$ cat config.mk
export PLATFORM = sky130hd
export DESIGN_NAME = div_seq
export DESIGN_NICKNAME = d
export VERILOG_FILES = /design/src/rtl/div_pkg.sv /design/src/rtl/div_step.sv /design/src/rtl/div_seq.sv
export SDC_FILE = /design/constraint.sdc
export NUM_CORES = 1
export LEC_CHECK = 0
export BUFFER_PORTS_ARGS = -buffer_cell sky130_fd_sc_hd__buf_2
export CORE_MARGIN = 8
export CORE_UTILIZATION = 41
export DETAILED_ROUTE_END_ITERATION = 16
export HOLD_SLACK_MARGIN = 0.06
export PLACE_DENSITY_LB_ADDON = 0.3
export SYNTH_ARGS = -nofsm -noshare
export SYNTH_HDL_FRONTEND = slang
export SYNTH_SLANG_ARGS = --single-unit
$ cat constraint.sdc
create_clock -name clk -period 5.2 [get_ports clk]
set_input_delay 0.26 -clock clk [delete_from_list [all_inputs] [get_ports clk]]
set_output_delay 0.26 -clock clk [all_outputs]
set_load 0.02 [all_outputs]
$ cat src/rtl/div_pkg.sv
// Shared types and constants for the sequential restoring divider.
package div_pkg;

    typedef enum logic {
        IDLE = 1'b0,
        RUN  = 1'b1
    } state_t;

    localparam int DEFAULT_WIDTH = 32;
    localparam int DEFAULT_CNT_W = $clog2(DEFAULT_WIDTH + 1);

    // The iteration counter must be able to hold the value WIDTH
    function automatic int cnt_width(input int width);
        return $clog2(width + 1);
    endfunction

endpackage

$ cat src/rtl/div_step.sv
// One restoring-division step: shift in a dividend bit, trial subtract, keep or restore.
module div_step
    import div_pkg::*;
#(
    parameter int WIDTH = DEFAULT_WIDTH
) (
    input  logic [WIDTH-1:0] rem,
    input  logic [WIDTH-1:0] quo,
    input  logic [WIDTH-1:0] divisor,
    output logic [WIDTH-1:0] rem_next,
    output logic [WIDTH-1:0] quo_next
);

    logic [WIDTH:0] shifted;
    logic [WIDTH:0] trial;
    logic           ge;

    assign shifted = {rem, quo[WIDTH-1]};
    assign trial   = shifted - {1'b0, divisor};

    // A set top bit means shifted >= 2^WIDTH, which always exceeds the divisor;
    // otherwise the difference fits in WIDTH+1 bits and its top bit is the borrow.
    assign ge = shifted[WIDTH] | ~trial[WIDTH];

    assign rem_next = ge ? trial[WIDTH-1:0] : shifted[WIDTH-1:0];
    assign quo_next = {quo[WIDTH-2:0], ge};

endmodule

$ cat src/rtl/div_seq.sv
// Sequential signed/unsigned divider, one quotient bit per clock.
// Optional macro DIV_SEQ_ZERO_TRAP_EN finishes a divide-by-zero after one cycle.
module div_seq
    import div_pkg::*;
#(
    parameter int WIDTH = DEFAULT_WIDTH
) (
    input  logic             clk,
    input  logic             reset,
    input  logic             div,
    input  logic             is_signed,
    input  logic [WIDTH-1:0] a,
    input  logic [WIDTH-1:0] b,
    output logic [WIDTH-1:0] high,
    output logic [WIDTH-1:0] low,
    output logic             busy,
    output logic             div_end,
    output logic             div_zero
);

    localparam int CNT_W = cnt_width(WIDTH);

    state_t           state;
    state_t           state_next;
    logic [CNT_W-1:0] cnt;
    logic [WIDTH-1:0] rem_q;
    logic [WIDTH-1:0] quo_q;
    logic [WIDTH-1:0] dvsr_q;
    logic [WIDTH-1:0] rem_step;
    logic [WIDTH-1:0] quo_step;
    logic             neg_q;
    logic             neg_r;
    logic             trap_q;
    logic             start;
    logic             last;
    logic             zero_hit;

    function automatic logic [WIDTH-1:0] magnitude(input logic [WIDTH-1:0] x, input logic sgn);
        return (sgn && x[WIDTH-1]) ? -x : x;
    endfunction

`ifdef DIV_SEQ_ZERO_TRAP_EN
    assign zero_hit = (b == '0);
`else
    assign zero_hit = 1'b0;
`endif

    assign busy = (state == RUN);

    div_step #(.WIDTH(WIDTH)) u_step (
        .rem      (rem_q),
        .quo      (quo_q),
        .divisor  (dvsr_q),
        .rem_next (rem_step),
        .quo_next (quo_step)
    );

    always_ff @(posedge clk) begin
        if (reset) begin
            state <= IDLE;
        end else begin
            state <= state_next;
        end
    end

    always_comb begin
        state_next = state;
        start      = 1'b0;
        last       = 1'b0;
        case (state)
            IDLE: begin
                if (div) begin
                    start      = 1'b1;
                    state_next = RUN;
                end
            end
            RUN: begin
                if (trap_q || cnt == CNT_W'(WIDTH - 1)) begin
                    last       = 1'b1;
                    state_next = IDLE;
                end
            end
            default: state_next = IDLE;
        endcase
    end

    // In a trapped divide quo_q carries the raw dividend so it can be returned as the remainder
    always_ff @(posedge clk) begin
        if (reset) begin
            cnt      <= '0;
            rem_q    <= '0;
            quo_q    <= '0;
            dvsr_q   <= '0;
            neg_q    <= 1'b0;
            neg_r    <= 1'b0;
            trap_q   <= 1'b0;
            high     <= '0;
            low      <= '0;
            div_end  <= 1'b0;
            div_zero <= 1'b0;
        end else begin
            div_end <= 1'b0;
            if (start) begin
                cnt    <= '0;
                rem_q  <= '0;
                quo_q  <= zero_hit ? a : magnitude(a, is_signed);
                dvsr_q <= magnitude(b, is_signed);
                neg_q  <= is_signed & (a[WIDTH-1] ^ b[WIDTH-1]);
                neg_r  <= is_signed & a[WIDTH-1];
                trap_q <= zero_hit;
            end else if (state == RUN) begin
                rem_q <= rem_step;
                quo_q <= quo_step;
                cnt   <= cnt + CNT_W'(1);
                if (last) begin
                    div_end  <= 1'b1;
                    div_zero <= trap_q;
                    if (trap_q) begin
                        low  <= '1;
                        high <= quo_q;
                    end else begin
                        low  <= neg_q ? -quo_step : quo_step;
                        high <= neg_r ? -rem_step : rem_step;
                    end
                end
            end
        end
    end

endmodule

==> metrics.md, run 1 <==
| Metric | Value |
|---|---|
| Status | `finished, final reports clean` |
| CTS Hold Bufs | `0` |
| Post-Route WL | `33900 um` |
| # clock sinks | `170` |
| EDFF count, synth | `0` |
| Vias in the first global route | `around 9900` |
| Antenna cells | `0` |
| Worst setup EP type | `flip-flop` |
| Pre-CTS WS | `between 500 and 600 ps` |
| Wirelength per Cell | `about 17 um` |
| CTS HTree Levels | `4` |
| Worst setup path class | `reg2reg` |
| Post-route core utilization | `a little under half` |
| CTS tree | `yes` |
| Fraction of layout cells with a size suffix above 1 | `a little over an eighth` |
| Mapped Area | `around 11000 um2` |
| Most frequent cells after synthesis | `233 x nor2_1, 170 x dfxtp_1, 129 x nand2_1` |
| Worst setup SP type | `flip-flop` |
| Clock slew at reported path FFs | `about 70 ps` |
| Synth async-reset ratio | `0%` |
| First-pass GRT wire length | `53300 um` |
| Fmax | `about 210 MHz` |
| Number of DRC markers in iteration 0 | `~750` |
| Fin crit share | `approximately 91%` |
| Worst hold margin | `104 ps` |
| Area leader, netlist | `dfxtp_1` |
| PnR worst setup slack | `~460 ps` |
| Final min period | `roughly 4700 ps` |
| Global route overflow | `0` |
| Setup TNS | `0 ps` |
| Gate Count Post-Synth | `between 1000 and 1500` |
| Post-synthesis sequential area ratio | `between 20% and 30%` |
| Final instance area | `around 13000 um2` |
| Clock buffer depth | `2` |
| Final ANT Viol Nets | `0` |
| Largest net degree at the start of global routing | `104` |
| Top cells by area, synth | `dfxtp_1 30%, nor2_1 7.7%, a211oi_1 7.2%` |
| Root buffer cell | `clkbuf_16` |
| Slew margin rel. | `about a third` |
| Vias per cell | `~5.5` |
| IO Pins | `about 140` |
| Initial antenna violation count | `0` |
| Die Y | `roughly 180 um` |
| VDD IR max | `roughly 0.23 mV` |
| Synth warn | `0` |
| Static leakage | `~5 nW` |
| Final Skew | `around 10 ps` |
| Vias post-DR | `~11000` |
| PortBufs | `between 100 and 150` |
| Syn avg cell area | `7.61 um2` |
| Core Footprint | `approximately 28000 um2` |
| Cts bufs inserted | `17` |
| Aggregate global-route resource usage | `between 10% and 20%` |
| Unrepaired setup endpoints after global routing | `no` |
| RePlAce Congestion | `between 0.9 and 1` |
| DR pass1 iterations | `6` |
| Post-CTS Setup Bufs | `0` |
| Flop-to-flop setup slack | `460 ps` |
| Post-DP Area | `about 12000 um2` |
| Post_cts resized | `0` |
| Top cell type's share of synthesized area | `about 30%` |
| Worst path required time | `approximately 5600 ps` |
| DP Wirelength | `25800 um` |
| Final setup violation count | `0` |
| P per Cell Area | `344 nW/um2` |
| Worst skew pair latency | `440 ps` |
| Syn nets | `between 1500 and 2000` |
| Area Growth Syn to Fin | `12.9%` |
| Tightest Pin Transition | `between 1000 and 1500 ps` |
| Row Count | `61` |
| Synth cell types | `85` |
| Layout Nets | `about 1700` |
| Final slew viol count | `0` |
| Synthesis-stage register bit count | `170` |
| Max_cap viols | `0` |
| Crit path max fanout | `23` |
| Starting Density | `41.4%` |
| Final Hold Viols | `0` |
| CP arrival | `5100 ps` |
| Die Area | `between 30000 and 40000 um2` |
| DIE WIDTH | `approximately 180 um` |
| Most frequent cell after synthesis | `nor2_1` |
| Top FF cell, synth | `dfxtp_1` |
| Pwr Total | `between 4 and 5 mW` |
| Min-Delay Path Class | `in2reg` |
| DRC violations left | `0` |
| Non-Filler Instances | `around 2000` |
| Total placed cells including tap cells | `about 1900` |
==> power by group <==
group | switching, mW | total, mW | internal (mW)
Clock | 0.578 | 1.36 | 0.786
Sequential | 0.0824 | 1.45 | 1.36
Combinational | 1.03 | 1.62 | 0.591
Total | 1.69 | 4.43 | 2.74
==> layer usage <==
layer	routed length [um]	part of all wire (%)	track usage, %
met4	521	1.5	5.48
met2	14500	43	29.6
met3	1760	5.2	3.38
met5	0	0	0
met1	17100	50	28.1
==> placed cells by master, fill, tap and decap left out, types with 23 or more instances in the layout <==
cell type  netlist  layout
a211oi_1       110     110
a21oi_1        128     128
nor2_1         233     233
o31ai_1         26      26
xnor2_1         45      45
mux2i_1         23      23
o21ai_0         63      63
xor2_1          77      77
inv_1           54      54
or3_1           31      31
nor3_1          30      30
ha_1            37      37
nand2_1        129     129
buf_2            7     132
dfxtp_1        170     169
==> state kept, by name (all words and copies together), names as in the netlist <==
| name | cells |
|---|---|
| div_end | 1 |
| low | 32 |
| cnt | 6 |
| quo_q | 32 |
| busy | 1 |
| high | 32 |
| neg_q | 1 |
| neg_r | 1 |
| dvsr_q | 32 |
| rem_q | 32 |
==> final timing paths <==
path	to	depth (start not counted)	from
worst max-delay path	high[31]	16	quo_q[31]
worst min-delay path	dvsr_q[0]	3	b[0]
worst max register to register	high[31]	16	quo_q[31]
worst min register to register	high[9]	2	high[9]
==> kinds of logic after synthesis <==
family / synth area share, %
other: 0.0329
DFF: 29.9
and+or+nand+nor: 21.4
buffers and inverters: 5.19
xor gates and xnor gates: 9.38
adders and majority gates: 4.24
muxes: 2.61
AOI/OAI and AO/OA: 27.3
==> layout make-up <==
| cell class | instances | area [um2] |
|---|---|---|
| sequential | 170 | 3410 |
| clock buffer | 20 | 447 |
| fill | 2757 | 14700 |
| inverter | 56 | 213 |
| tap | 378 | 473 |
| clock inverter | 12 | 180 |
| timing repair buffer | 142 | 736 |
| multi-input combinational | 1179 | 7410 |
==> worst max-delay path, cell delays in order, from the launching register on <==
cell and delay (ps):
dfxtp_1 350, inv_1 70, ha_1 210, fa_1 440
nor2b_4 160, o31a_2 190, o21ai_2 90, o31a_1 410
o21ai_4 280, buf_4 290, buf_4 330, mux2i_1 520
o211ai_2 300, nor2_4 240, nand3_2 100, or4b_1 510
a31oi_1 160
No activity file was read; power rests on OpenSTA's default activity.
==> run 2: changes to the inputs <==
Settings changed: BUFFER_PORTS_ARGS -buffer_cell sky130_fd_sc_hd__buf_2 to unset, CORE_UTILIZATION 41 to 60, DONT_BUFFER_PORTS set to 1.
==> run 2 against run 1 <==
Against the previous run:
- flip-flop and latch count unchanged
- clock-buffer cell count decreased by 3
- sequential share of layout area rose by 1.5 points
- worst hold slack got worse by 48 ps
- non-clock buffer count decreased by 114
- total power down 2.5%
- critical path type unchanged
- maximum frequency grew 1.1%
- cell area decreased by 5.4%
- die area fell by 29%
- cell count down 13%
- setup slack improved by 50 ps
==> metrics.md, run 2 (synthesis results as in run 1) <==
| Metric | Value |
|---|---|
| Status | `finished, final reports clean` |
| Crit path launch | `quo_q[31]` |
| CTS HTree Levels | `4` |
| CTS tree | `yes` |
| Antenna cells | `0` |
| Slew margin rel. | `18.7%` |
| Static leakage | `4.40 nW` |
| First-pass GRT wire length | `52000 um` |
| Pre-CTS WS | `between 500 and 600 ps` |
| Vias post-DR | `10800` |
| Worst setup path class | `reg2reg` |
| Min-Delay Path Class | `in2reg` |
| CP max stage delay | `490 ps` |
| Clock buffer depth | `2` |
| IO Pins | `approximately 140` |
| Non-Filler Instances | `1699` |
| Final min period | `4690 ps` |
| Cts bufs inserted | `17` |
| DIE WIDTH | `between 150 and 200 um` |
| Worst path required time | `roughly 5600 ps` |
| RePlAce Congestion | `between 0.9 and 1` |
| Commonest non-fill, non-tap cell in the layout | `nor2_1` |
| Crit path max fanout | `9` |
| Starting Density | `between 60 and 70%` |
| Post-route core utilization | `about two thirds` |
| Fraction of layout cells with a size suffix above 1 | `under 10%` |
| Tightest Pin Transition | `between 1000 and 1500 ps` |
| Core Footprint | `between 15000 and 20000 um2` |
| Final setup violation count | `0` |
| Aggregate global-route resource usage | `27.0%` |
| Pwr Total | `roughly 4.3 mW` |
| Max_cap viols | `0` |
| Worst setup SP type | `flip-flop` |
| Buffers & Inverters on Critical Path | `2` |
| DR pass1 iterations | `7` |
| Total placed cells including tap cells | `about 1600` |
| Final Hold Viols | `0` |
| CP arrival | `5060 ps` |
| Post-CTS Setup Bufs | `0` |
| Worst skew pair latency | `approximately 450 ps` |
| Reg-to-Reg Start | `quo_q[31]` |
| Layout Nets | `around 1600` |
| Vias in the first global route | `around 9700` |
| Die Y | `roughly 150 um` |
| Area Growth Syn to Fin | `6.85%` |
| PortBufs | `0` |
| Wirelength per Cell | `19.2 um` |
| Final Skew | `between 15 and 20 ps` |
| Worst setup EP type | `flip-flop` |
| Final ANT Viol Nets | `0` |
| Worst hold margin | `55.6 ps` |
| P per Cell Area | `354 nW/um2` |
| Global route overflow | `0` |
| Slowest CP cell | `or3b_2` |
| Number of DRC markers in iteration 0 | `970` |
| # clock sinks | `between 150 and 200` |
| Clock slew at reported path FFs | `70 ps` |
| Unrepaired setup endpoints after global routing | `no` |
| DRC violations left | `0` |
| Setup TNS | `0 ps` |
| Initial antenna violation count | `0` |
| Post-Route WL | `around 33000 um` |
| Fmax | `~210 MHz` |
| Vias per cell | `about 6.4` |
| Commonest non-fill, non-tap cells in the layout | `233 x nor2_1, 169 x dfxtp_1, 129 x nand2_1, 128 x a21oi_1, 110 x a211oi_1` |
| Largest net degree at the start of global routing | `128` |
| Final instance area | `12200 um2` |
| DP Wirelength | `24100 um` |
| Fin crit share | `about nine tenths` |
| Largest delay share family, worst path | `compound AO/OA/AOI/OAI gates` |
| PnR worst setup slack | `just over 500 ps` |
| Die Area | `approximately 24000 um2` |
| Root buffer cell | `clkbuf_16` |
| Row Count | `50` |
| Post-DP Area | `around 11000 um2` |
| Final slew viol count | `0` |
| CTS Hold Bufs | `20` |
| Min-Delay Startpoint | `b[7]` |
| CP cell instances | `inv_1 -> ha_1 -> fa_1 -> nor2b_4 -> o31a_2 -> o21ai_2 -> o31a_1 -> o21ai_4 -> a21oi_1 -> inv_1 -> ha_1 -> or3b_2 -> mux2i_4 -> nand3_1 -> nor4b_4 -> nand2_2 -> o41a_1 -> nand2_1` |
| Post_cts resized | `0` |
| VDD IR max | `around 0.26 mV` |
run 2: changes by cell type in the layout (fill, tap and decap cells not counted), sizes merged:
cell / change
bufinv: -3
dlygate4sd3: +19
clkbuf: -3
inv: +4
clkinv: -2
buf: -133
clkinvlp: +4
run 2: layout make-up:
cell class / count / area, um2
multi-input cells: 1179 / 7410
fillers: 1618 / 6470
flip-flops and latches: 170 / 3410
clock buffers: 17 / 425
well taps: 234 / 293
repair buffers: 28 / 278
inverters: 56 / 213
clock inverters: 15 / 148
run 2: routing by layer:
| layer | GRT usage [%] | vias to the layer above | wire (um) |
|---|---|---|---|
| met5 | 0 | - | 0 |
| met4 | 8.07 | 0 | 568 |
| li1 | - | 5319 | - |
| met3 | 6.73 | 37 | 3470 |
| met2 | 40.1 | 473 | 14000 |
| met1 | 37.9 | 4985 | 14600 |
run 2: power by group:
part	internal [mW]	total, mW	switching [mW]
clock	0.638	1.25	0.612
sequential	1.36	1.45	0.0825
combinational	0.594	1.62	1.02
total	2.60	4.31	1.72
run 2: final timing paths:
check,to,slack (ps),depth (start not counted)
worst max-delay path,high[30],510,18
worst min-delay path,dvsr_q[7],60,2
worst max register to register,high[30],510,18
worst min register to register,dvsr_q[21],460,2
